## src/rtl/inst_fetch.sv

```systemverilog
// rtl/inst_fetch.sv - instruction fetch stage: PC, imem req/ack, fetch FIFO, IF_ID register; IFETCH_PERF_EN adds bubble/fetch counters
module inst_fetch #(
  parameter logic [31:0] RESET_PC  = 32'h0000_0000,
  parameter int          BUF_DEPTH = 2,
  parameter logic [31:0] NOP_INST  = 32'h0000_0013
) (
  input  logic        clk,
  input  logic        rst,
  output logic        imemReq,
  output logic [31:0] imemAddr,
  input  logic        imemAck,
  input  logic [31:0] imemData,
  input  logic        stallIn,
  input  logic        redirectEn,
  input  logic [31:0] redirectPC,
  output logic [31:0] inst,
  output logic [31:0] instPC,
  output logic        resetOut
`ifdef IFETCH_PERF_EN
  ,
  output logic [31:0] bubbleCnt,
  output logic [31:0] fetchCnt
`endif
);

  localparam int PW = (BUF_DEPTH > 2) ? 2 : 1;
  localparam logic [PW-1:0] PTR_ONE  = PW'(1);
  localparam logic [PW:0]   CNT_ONE  = (PW+1)'(1);
  localparam logic [PW:0]   CNT_FULL = (PW+1)'(BUF_DEPTH);

  typedef enum logic [1:0] {IDLE, FETCH, FULL, DROP} state_t;

  state_t        state, state_nxt;
  logic [31:0]   pc, drop_addr;
  logic [31:0]   buf_pc   [BUF_DEPTH];
  logic [31:0]   buf_data [BUF_DEPTH];
  logic [PW-1:0] wr_ptr, rd_ptr;
  logic [PW:0]   count, count_nxt;

  logic ack_ok, accept, fifo_empty, pop, bypass, push;

  // an ack only counts while a request is actually presented
  assign ack_ok     = imemAck & imemReq;
  assign accept     = (state == FETCH) & ack_ok & ~redirectEn;
  assign fifo_empty = (count == '0);
  assign pop        = ~redirectEn & ~stallIn & ~fifo_empty;
  // an arriving word goes straight to IF_ID when nothing is queued ahead of it
  assign bypass     = accept & ~stallIn & fifo_empty;
  assign push       = accept & ~bypass;

  assign imemReq  = (state == FETCH) || (state == DROP);
  assign imemAddr = (state == DROP) ? drop_addr : pc;

  // FIFO occupancy after this cycle's push/pop (redirect empties it)
  always_comb begin
    count_nxt = count;
    if (redirectEn) begin
      count_nxt = '0;
    end else if (push && !pop) begin
      count_nxt = count + CNT_ONE;
    end else if (pop && !push) begin
      count_nxt = count - CNT_ONE;
    end
  end

  // next-state logic for the request FSM
  always_comb begin
    state_nxt = state;
    case (state)
      IDLE: state_nxt = FETCH;
      FETCH: begin
        if (redirectEn) begin
          state_nxt = ack_ok ? FETCH : DROP;
        end else if (count_nxt == CNT_FULL) begin
          state_nxt = FULL;
        end
      end
      FULL: begin
        if (redirectEn || (count < CNT_FULL)) begin
          state_nxt = FETCH;
        end
      end
      DROP: begin
        // once the stale request completes there is nothing left to drop,
        // even if another redirect lands in the same cycle
        if (ack_ok) begin
          state_nxt = FETCH;
        end
      end
      default: state_nxt = IDLE;
    endcase
  end

  // state register
  always_ff @(posedge clk) begin
    if (rst) begin
      state <= IDLE;
    end else begin
      state <= state_nxt;
    end
  end

  // PC and the address of a request abandoned by a redirect
  always_ff @(posedge clk) begin
    if (rst) begin
      pc        <= RESET_PC;
      drop_addr <= RESET_PC;
    end else if (redirectEn) begin
      pc <= redirectPC & 32'hFFFF_FFFC;
      if (state == FETCH && !ack_ok) begin
        drop_addr <= pc;
      end
    end else if (accept) begin
      pc <= pc + 32'd4;
    end
  end

  // FIFO pointers and occupancy
  always_ff @(posedge clk) begin
    if (rst || redirectEn) begin
      wr_ptr <= '0;
      rd_ptr <= '0;
      count  <= '0;
    end else begin
      if (push) begin
        wr_ptr <= wr_ptr + PTR_ONE;
      end
      if (pop) begin
        rd_ptr <= rd_ptr + PTR_ONE;
      end
      count <= count_nxt;
    end
  end

  // FIFO storage, written without reset
  always_ff @(posedge clk) begin
    if (push) begin
      buf_pc[wr_ptr]   <= pc;
      buf_data[wr_ptr] <= imemData;
    end
  end

  // IF_ID output register
  always_ff @(posedge clk) begin
    if (rst) begin
      inst     <= NOP_INST;
      instPC   <= 32'h0;
      resetOut <= 1'b1;
    end else if (redirectEn) begin
      inst     <= NOP_INST;
      resetOut <= 1'b1;
    end else if (!stallIn) begin
      if (pop) begin
        inst     <= buf_data[rd_ptr];
        instPC   <= buf_pc[rd_ptr];
        resetOut <= 1'b0;
      end else if (bypass) begin
        inst     <= imemData;
        instPC   <= pc;
        resetOut <= 1'b0;
      end else begin
        inst     <= NOP_INST;
        resetOut <= 1'b1;
      end
    end
  end

`ifdef IFETCH_PERF_EN
  logic bubble_load;
  assign bubble_load = redirectEn | (~stallIn & ~pop & ~bypass);

  // bubble loads into IF_ID and accepted fetches
  always_ff @(posedge clk) begin
    if (rst) begin
      bubbleCnt <= 32'h0;
      fetchCnt  <= 32'h0;
    end else begin
      if (bubble_load) begin
        bubbleCnt <= bubbleCnt + 32'd1;
      end
      if (accept) begin
        fetchCnt <= fetchCnt + 32'd1;
      end
    end
  end
`else
  // counters are not built
`endif

endmodule

```

## config.mk

```make
export PLATFORM = sky130hd
export DESIGN_NAME = inst_fetch
export DESIGN_NICKNAME = d
export VERILOG_FILES = /design/src/rtl/inst_fetch.sv
export SDC_FILE = /design/constraint.sdc
export NUM_CORES = 1
export LEC_CHECK = 0
export BUFFER_PORTS_ARGS = -buffer_cell sky130_fd_sc_hd__buf_4
export CORE_MARGIN = 4
export CORE_UTILIZATION = 35
export CTS_CLUSTER_SIZE = 24
export DETAILED_ROUTE_END_ITERATION = 10
export GPL_TIMING_DRIVEN = 0
export PLACE_DENSITY = 0.61
export RECOVER_POWER = 100
export SLEW_MARGIN = 20
export SYNTH_ARGS = -nofsm -noshare
export SYNTH_HDL_FRONTEND = slang
export SYNTH_SLANG_ARGS = --single-unit
export TNS_END_PERCENT = 5
```

## constraint.sdc

```tcl
create_clock -name clk -period 7.8 [get_ports clk]
set_clock_uncertainty 0.2 [all_clocks]
set_input_delay 1.17 -clock clk [delete_from_list [all_inputs] [get_ports clk]]
set_output_delay 1.17 -clock clk [all_outputs]
set_load 0.005 [all_outputs]
```

==> results of run 1 <==
==> power by group <==
part	switching [mW]	leakage, nW	total [mW]	internal (mW)
Clock	0.524	0.415	1.23	0.707
Sequential	0.0297	2.19	1.46	1.43
Combinational	0.0992	1.67	0.172	0.0724
Total	0.653	4.27	2.86	2.21
==> state kept, by name, indices dropped and copies added, names as in the netlist, named ones only <==
name	flops
pc	30
rd_ptr	1
wr_ptr	1
count	2
instPC	30
state	2
drop_addr	30
buf_data	64
resetOut	1
buf_pc	60
inst	32
==> critical path, cell delays in order <==
cell,delay [ns]
sky130_fd_sc_hd__clkbuf_1,0.30
sky130_fd_sc_hd__nand3b_1,0.33
sky130_fd_sc_hd__nor2_1,0.33
sky130_fd_sc_hd__and3_1,1.01
sky130_fd_sc_hd__clkbuf_1,1.82
==> per-layer routing <==
layer / GRT usage (%) / vias to the layer above / wire, um
li1: - / 3717 / -
met2: 27.1 / 211 / 13500
met5: 0 / - / 0
met4: 4.20 / 0 / 464
met3: 2.60 / 34 / 1530
met1: 22.9 / 3792 / 12800
==> through the flow <==
stage	std cells	total power, mW	hold WS [ns]	util [%]
2_1_floorplan	906	1.57	0.220	-
3_3_place_gp	1448	1.67	0.224	41.6
3_5_place_dp	1452	1.67	0.234	42.0
4_1_cts	1504	2.90	0.248	45.0
5_1_grt	1504	2.96	0.264	43.7
6_report	1504	2.86	0.252	43.7
==> cells in the final DEF, fill, tap and decap left out, drive strengths merged, types with 8 or more instances in the layout <==
cell type and count:
nor3 8, xor2 24, mux2 62, edfxtp 124, buf 50, nor2b 30, nand4 14, nor2 74
clkbuf 235, inv 8, dfxtp 130, a211oi 51, a311oi 30, nand3 16, xnor2 8, a21oi 39
nand2 136, a222oi 29
==> layout make-up <==
class	instances	area, um2
Clock inverter	10	66.3
Sequential cell	254	6330
Multi-Input combinational cell	565	3630
Timing Repair Buffer	162	991
Buffer	81	339
Fill cell	2802	16300
Inverter	6	22.5
Clock buffer	42	795
Tap cell	384	480
==> final timing paths <==
| check | to | from | depth (start not counted) | slack (ns) |
|---|---|---|---|---|
| setup / recovery | buf_pc[1][21] | imemAck | 5 | 2.71 |
| hold / removal | drop_addr[21] | drop_addr[21] | 2 | 0.25 |
| setup reg to reg | buf_pc[1][21] | state[0] | 4 | 3.21 |
| hold reg to reg | drop_addr[21] | drop_addr[21] | 2 | 0.25 |
==> cells by family (layout without fill, tap and decap cells) <==
group / count (synthesis) / in the layout / synth area share (%)
fa+ha+maj: 2 / 2 / 0.241
buf+inv: 87 / 301 / 3.70
other cells: 1 / 4 / 0.0362
xor+xnor: 32 / 32 / 2.70
simple gates: 297 / 297 / 13.3
flops: 254 / 254 / 61.0
compound gates: 165 / 165 / 12.0
mux: 65 / 65 / 7.02
==> impl_table.tex, run 1 <==
\begin{tabular}{lr}
\hline
Metric & Value \\
\hline
\multicolumn{2}{l}{\textbf{Clock tree}} \\
\quad H-tree lvl count & 1 \\
\quad Root Driver & sky130\_fd\_sc\_hd\_\_clkbuf\_16 \\
\quad CTS tree & done \\
\quad Count of cells resized by post-cts repair & 0 \\
\quad Hold\_buf cts & 0 \\
\quad Max Buffers Root-to-Sink & 3 \\
\quad CTS clock-pin slew for the worst setup and hold paths & approximately 0.06 ns \\
\quad CTS Sinks & roughly 250 \\
\quad Number of buffers inserted to repair setup after CTS & 0 \\
\quad Insertion delay of the later-clocked pin in the worst-skew pair & about 0.53 ns \\
\quad Total clock buffers created by CTS & 28 \\
\multicolumn{2}{l}{\textbf{Routing}} \\
\quad Per-cell via count in the routed design & roughly 5.2 \\
\quad Number of search-and-repair iterations in the first detailed-routing pass & 7 \\
\quad Detailed-route via count & about 7800 \\
\quad Total wirelength of the detailed-routed design & roughly 28000 um \\
\quad Final ANT Viol Nets & 0 \\
\quad DRC violation count after routing & 0 \\
\quad Number of DRC violations after detailed-routing iteration 0 & between 600 and 700 \\
\quad Drt wl/cell & 18.8 um \\
\multicolumn{2}{l}{\textbf{Die}} \\
\quad Count of pins on the block boundary & 167 \\
\quad Die boundary height & about 180 um \\
\quad Die area & between 0.03 and 0.04 mm2 \\
\quad Floorplan die width & 180 um \\
\quad Floorplan row count & a little over 60 \\
\quad Starting density of the core & between 30\% and 40\% \\
\quad Core Footprint & $\sim$0.029 mm2 \\
\multicolumn{2}{l}{\textbf{Logic synthesis}} \\
\quad Ranking of synthesized cells by area & sky130\_fd\_sc\_hd\_\_edfxtp\_1 (36\%), sky130\_fd\_sc\_hd\_\_dfxtp\_1 (25\%), sky130\_fd\_sc\_hd\_\_mux2\_2 (6.7\%) \\
\quad Post-synth top area share & a little over a third \\
\quad Commonest register cell after synthesis & sky130\_fd\_sc\_hd\_\_dfxtp\_1 \\
\quad Area of the mapped netlist & between 0.01 and 0.015 mm2 \\
\quad Yosys cell types & between 40 and 50 \\
\quad Synth Warn \# & 0 \\
\quad Synthesized area per cell & 11.5 um2 \\
\quad Async SR Flop Fraction & 0\% \\
\quad Post-synthesis instance total & $\sim$900 \\
\quad Number of flops mapped to enable cells by yosys & 124 \\
\quad Yosys reg bits & about 250 \\
\quad Post-synthesis cell type with the largest combined area & sky130\_fd\_sc\_hd\_\_edfxtp\_1 \\
\quad Most instantiated library cell after synthesis & sky130\_fd\_sc\_hd\_\_nand2\_1 \\
\quad Commonest cells in the synthesized netlist & sky130\_fd\_sc\_hd\_\_nand2\_1 (136), sky130\_fd\_sc\_hd\_\_dfxtp\_1 (130), sky130\_fd\_sc\_hd\_\_edfxtp\_1 (124) \\
\quad Sequential element share of the synthesized area & about three fifths \\
\multicolumn{2}{l}{\textbf{Timing}} \\
\quad Transition time at the pin with the least slew margin & roughly 2.5 ns \\
\quad Clock period minus final worst setup slack & roughly 5 ns \\
\quad Setup TNS & 0 ns \\
\quad RSZ-0062 raised after global routing & false \\
\quad Headroom to the max-slew limit & -63.4\% \\
\quad Number of endpoints failing setup at the final stage & 0 \\
\quad Portion of the clock cycle consumed by the worst path in the final layout & between 60\% and 70\% \\
\quad Highest clock frequency the design can meet & 196 MHz \\
\quad Final worst slack & 2.71 ns \\
\quad Final number of max-transition violations & 41 \\
\quad Final hold violation count & 0 \\
\multicolumn{2}{l}{\textbf{Critical path}} \\
\quad Class of the most critical setup path & in2reg \\
\quad Data required time of the worst path & 7.70 ns \\
\quad Arrival time worst endpoint & about 5.0 ns \\
\quad Largest fanout on the critical path & 40 \\
\quad Critical Path End Type & flop \\
\quad Element type at the critical path start & primary input \\
\multicolumn{2}{l}{\textbf{Place}} \\
\quad Total cell area at the placement stage & between 0.01 and 0.015 mm2 \\
\quad Pre-CTS setup slack & approximately 4.4 ns \\
\quad Total of buffers placed on input and output ports & between 150 and 200 \\
\quad Estimated wirelength of the detail-placed design & roughly 20000 um \\
\quad GP Congestion & 0.789 \\
\multicolumn{2}{l}{\textbf{Finish}} \\
\quad Area grow syn2layout & 22.0\% \\
\quad N\_diodes & 0 \\
\quad Design area & roughly 0.013 mm2 \\
\quad Nets@finish & $\sim$1200 \\
\quad Fraction of layout instances using a drive strength above 1 & about 20\% \\
\multicolumn{2}{l}{\textbf{Status}} \\
\quad Outcome & finished, violations left \\
\quad Violated checks & capacitance limit, slew limit \\
\multicolumn{2}{l}{\textbf{Global routing}} \\
\quad Overflow left after global routing & 0 \\
\quad Via count of the first global-routing pass & between 7000 and 8000 \\
\quad GRT Resource Usage Total & 16.5\% \\
\quad Pin count of the biggest net entering global routing & 41 \\
\quad First-pass GRT wire length & 43500 um \\
\quad Antenna violations before repair & 0 \\
\multicolumn{2}{l}{\textbf{Power and ir drop}} \\
\quad Pleak & 4.27 nW \\
\quad Cell Pwr Density & between 200 and 250 mW/mm2 \\
\quad Worst supply voltage drop on vdd & 0.147 mV \\
\multicolumn{2}{l}{\textbf{Hold path}} \\
\quad HP Class & reg2reg \\
\multicolumn{2}{l}{\textbf{Flow run}} \\
\quad Max-Cap Viols & 1 \\
\hline
\end{tabular}
Note: power is estimated with default switching activity, not from simulation.
==> inputs of run 2 (changes only) <==
Clock period 7.8 ns to 4.95 ns, I/O delays scaled along.
==> run 2 against run 1 <==
Effect of this change: the run now ends clean; die area is the same; sequential cell count unchanged; critical path depth fell by 1; final cell count is the same; wire length shrank 0.49%; cell area increased by 0.32%; sequential share of layout area down 0.16 points; combinational power up 59%; sequential power increased by 58%; power up 58%; critical path type is now reg2reg; critical endpoint is now buf_data[1][24]; largest cell class unchanged.
==> impl_table.tex, run 2 (synthesis results as in run 1) <==
\begin{tabular}{lr}
\hline
Metric & Value \\
\hline
\multicolumn{2}{l}{\textbf{Status}} \\
\quad Outcome & finished clean \\
\multicolumn{2}{l}{\textbf{Hold path}} \\
\quad Cell count of the worst hold path & 3 \\
\quad Worst Hold Path EP & pc[2] \\
\quad HP Class & in2reg \\
\quad Start point of the worst min-delay path & redirectPC[2] \\
\multicolumn{2}{l}{\textbf{Clock tree}} \\
\quad CTS tree & done \\
\quad Hold\_buf cts & 0 \\
\quad Max Buffers Root-to-Sink & 3 \\
\quad Root Driver & sky130\_fd\_sc\_hd\_\_clkbuf\_16 \\
\quad Insertion delay of the later-clocked pin in the worst-skew pair & around 0.53 ns \\
\quad Count of cells resized by post-cts repair & 0 \\
\quad Number of buffers inserted to repair setup after CTS & 0 \\
\quad H-tree lvl count & 1 \\
\quad Total clock buffers created by CTS & 28 \\
\quad CTS Sinks & around 250 \\
\quad CTS clock-pin slew for the worst setup and hold paths & about 0.06 ns \\
\multicolumn{2}{l}{\textbf{Power and ir drop}} \\
\quad Switching portion of total power & between 20\% and 30\% \\
\quad Pleak & 4.28 nW \\
\quad Worst supply voltage drop on vdd & 0.232 mV \\
\quad Proportion of power drawn by flip-flops and latches & between 50\% and 60\% \\
\quad Cell Pwr Density & about 360 mW/mm2 \\
\quad Clock network fraction of design power & approximately 43\% \\
\quad Internal power & about 3.5 mW \\
\quad Switching power total & slightly above 1 mW \\
\quad Share of power burned in combinational logic & between 6 and 7\% \\
\multicolumn{2}{l}{\textbf{Die}} \\
\quad Core Footprint & just under 0.03 mm2 \\
\quad Floorplan row count & 62 \\
\quad Die boundary height & between 150 and 200 um \\
\quad Floorplan die width & between 150 and 200 um \\
\quad Count of pins on the block boundary & $\sim$170 \\
\quad Die area & approximately 0.032 mm2 \\
\quad Starting density of the core & $\sim$36\% \\
\multicolumn{2}{l}{\textbf{Timing}} \\
\quad Portion of the clock cycle consumed by the worst path in the final layout & 75.4\% \\
\quad Clock period minus final worst setup slack & about 3.7 ns \\
\quad Final worst slack & about 1.2 ns \\
\quad Highest clock frequency the design can meet & 268 MHz \\
\quad Final hold violation count & 0 \\
\quad Headroom to the max-slew limit & 20.4\% \\
\quad Transition time at the pin with the least slew margin & approximately 1.2 ns \\
\quad Number of endpoints failing setup at the final stage & 0 \\
\quad Final number of max-transition violations & 0 \\
\quad RSZ-0062 raised after global routing & false \\
\quad Setup TNS & 0 ns \\
\multicolumn{2}{l}{\textbf{Place}} \\
\quad Estimated wirelength of the detail-placed design & $\sim$20000 um \\
\quad Total of buffers placed on input and output ports & 158 \\
\quad Pre-CTS setup slack & a little under 2 ns \\
\quad GP Congestion & about 0.8 \\
\multicolumn{2}{l}{\textbf{Finish}} \\
\quad \# fillers & 2800 \\
\quad Most common cell after layout, fill and taps aside & sky130\_fd\_sc\_hd\_\_nand2\_1 \\
\quad Top reg by flops & buf\_data \\
\quad N\_diodes & 0 \\
\quad Fraction of layout instances using a drive strength above 1 & approximately 20\% \\
\quad Nets@finish & $\sim$1200 \\
\quad Largest registers in the final layout & buf\_data (64), buf\_pc (60), inst (32) \\
\quad Area grow syn2layout & 22.4\% \\
\quad Number of flip-flops under the largest register name & between 60 and 70 \\
\quad Commonest cells after routing, fill and taps aside & sky130\_fd\_sc\_hd\_\_nand2\_1 (136), sky130\_fd\_sc\_hd\_\_clkbuf\_1 (131), sky130\_fd\_sc\_hd\_\_dfxtp\_1 (130) \\
\multicolumn{2}{l}{\textbf{Routing}} \\
\quad Detailed-route via count & $\sim$7700 \\
\quad Final ANT Viol Nets & 0 \\
\quad Drt wl/cell & 18.7 um \\
\quad Number of DRC violations after detailed-routing iteration 0 & 613 \\
\quad Number of search-and-repair iterations in the first detailed-routing pass & 6 \\
\quad Total wirelength of the detailed-routed design & 28200 um \\
\quad DRC violation count after routing & 0 \\
\quad Per-cell via count in the routed design & roughly 5 \\
\multicolumn{2}{l}{\textbf{Flow run}} \\
\quad Max-Cap Viols & 0 \\
\multicolumn{2}{l}{\textbf{Critical path}} \\
\quad Arrival time worst endpoint & about 3.7 ns \\
\quad Element type at the critical path start & flop \\
\quad Reg-to-reg startpoint & state[0] \\
\quad Critical Path End Type & flop \\
\quad Number of cells on the worst reg-to-reg path & 4 \\
\quad Class of the most critical setup path & reg2reg \\
\quad Capture instance of the worst register-to-register path & buf\_data[1][24] \\
\quad Data required time of the worst path & about 4.9 ns \\
\quad Largest fanout on the critical path & 40 \\
\quad R2R setup slack & about 1.2 ns \\
\multicolumn{2}{l}{\textbf{Global routing}} \\
\quad Overflow left after global routing & 0 \\
\quad Pin count of the biggest net entering global routing & 41 \\
\quad Antenna violations before repair & 0 \\
\quad First-pass GRT wire length & roughly 43000 um \\
\quad Via count of the first global-routing pass & $\sim$7700 \\
\quad GRT Resource Usage Total & about 16\% \\
\hline
\end{tabular}
## run 2: changes by cell type in the layout (fill, tap and decap cells not counted), sizes merged
cell    previous run  this run
buf               50        53
clkbuf           235       232
## run 2: stage by stage
stage / cells / power, mW / hold WS, ns / utilization [%] / area (um2)
after floorplan: 906 / 2.47 / 0.220 / - / 10400
after global placement: 1448 / 2.63 / 0.224 / 41.6 / 12000
after detailed placement: 1452 / 2.64 / 0.234 / 42.0 / 12200
after CTS: 1504 / 4.58 / 0.181 / 45.0 / 13000
after global routing: 1504 / 4.67 / 0.239 / 43.9 / 12700
final: 1504 / 4.51 / 0.241 / 43.9 / 12700
## run 2: metal layers
layer / track usage, % / vias to the layer above / part of all wire, %
met2: 27.1 / 220 / 48
met5: 0 / - / 0
met4: 4.20 / 0 / 1.7
met3: 2.60 / 36 / 5.7
li1: - / 3710 / -
met1: 22.9 / 3743 / 45
## run 2: worst max-delay path by stage
stage / start / slack (ns) / cells past startpoint / to
floorplan: imemAck / 0.39 / 5 / buf_data[0][0]
global placement: stallIn / -1.59 / 6 / buf_data[0][0]
detailed placement: stallIn / 1.95 / 8 / inst[15]
CTS: state[0] / 1.79 / 4 / imemAddr[19]
global route: state[0] / 0.93 / 4 / buf_data[1][22]
finish: state[0] / 1.22 / 4 / buf_data[1][24]
## run 2: worst max-delay path, cell delays in order, from the launching register on
cell	delay, ns
sky130_fd_sc_hd__dfxtp_1	0.48
sky130_fd_sc_hd__nand3b_1	0.29
sky130_fd_sc_hd__nor2_1	0.32
sky130_fd_sc_hd__and3_1	1.00
sky130_fd_sc_hd__clkbuf_2	1.01
## run 2: final cells by class
type | count | area (um2) | area share [%]
well taps | 384 | 480 | 3.79
repair buffers | 162 | 1040 | 8.19
clock inverters | 10 | 66.3 | 0.522
inverters | 6 | 22.5 | 0.177
flip-flops and latches | 254 | 6330 | 49.8
clock buffers | 42 | 795 | 6.26
plain buffers | 81 | 342 | 2.69
multi-input cells | 565 | 3620 | 28.5
## run 2: power groups by stage
stage	Clock [mW]	Sequential [mW]	Combinational, mW
global placement	0	2.34	0.289
floorplan	0	2.32	0.150
CTS	1.98	2.29	0.299
finish	1.94	2.30	0.273
detailed placement	0	2.34	0.297
global route	2.07	2.30	0.301
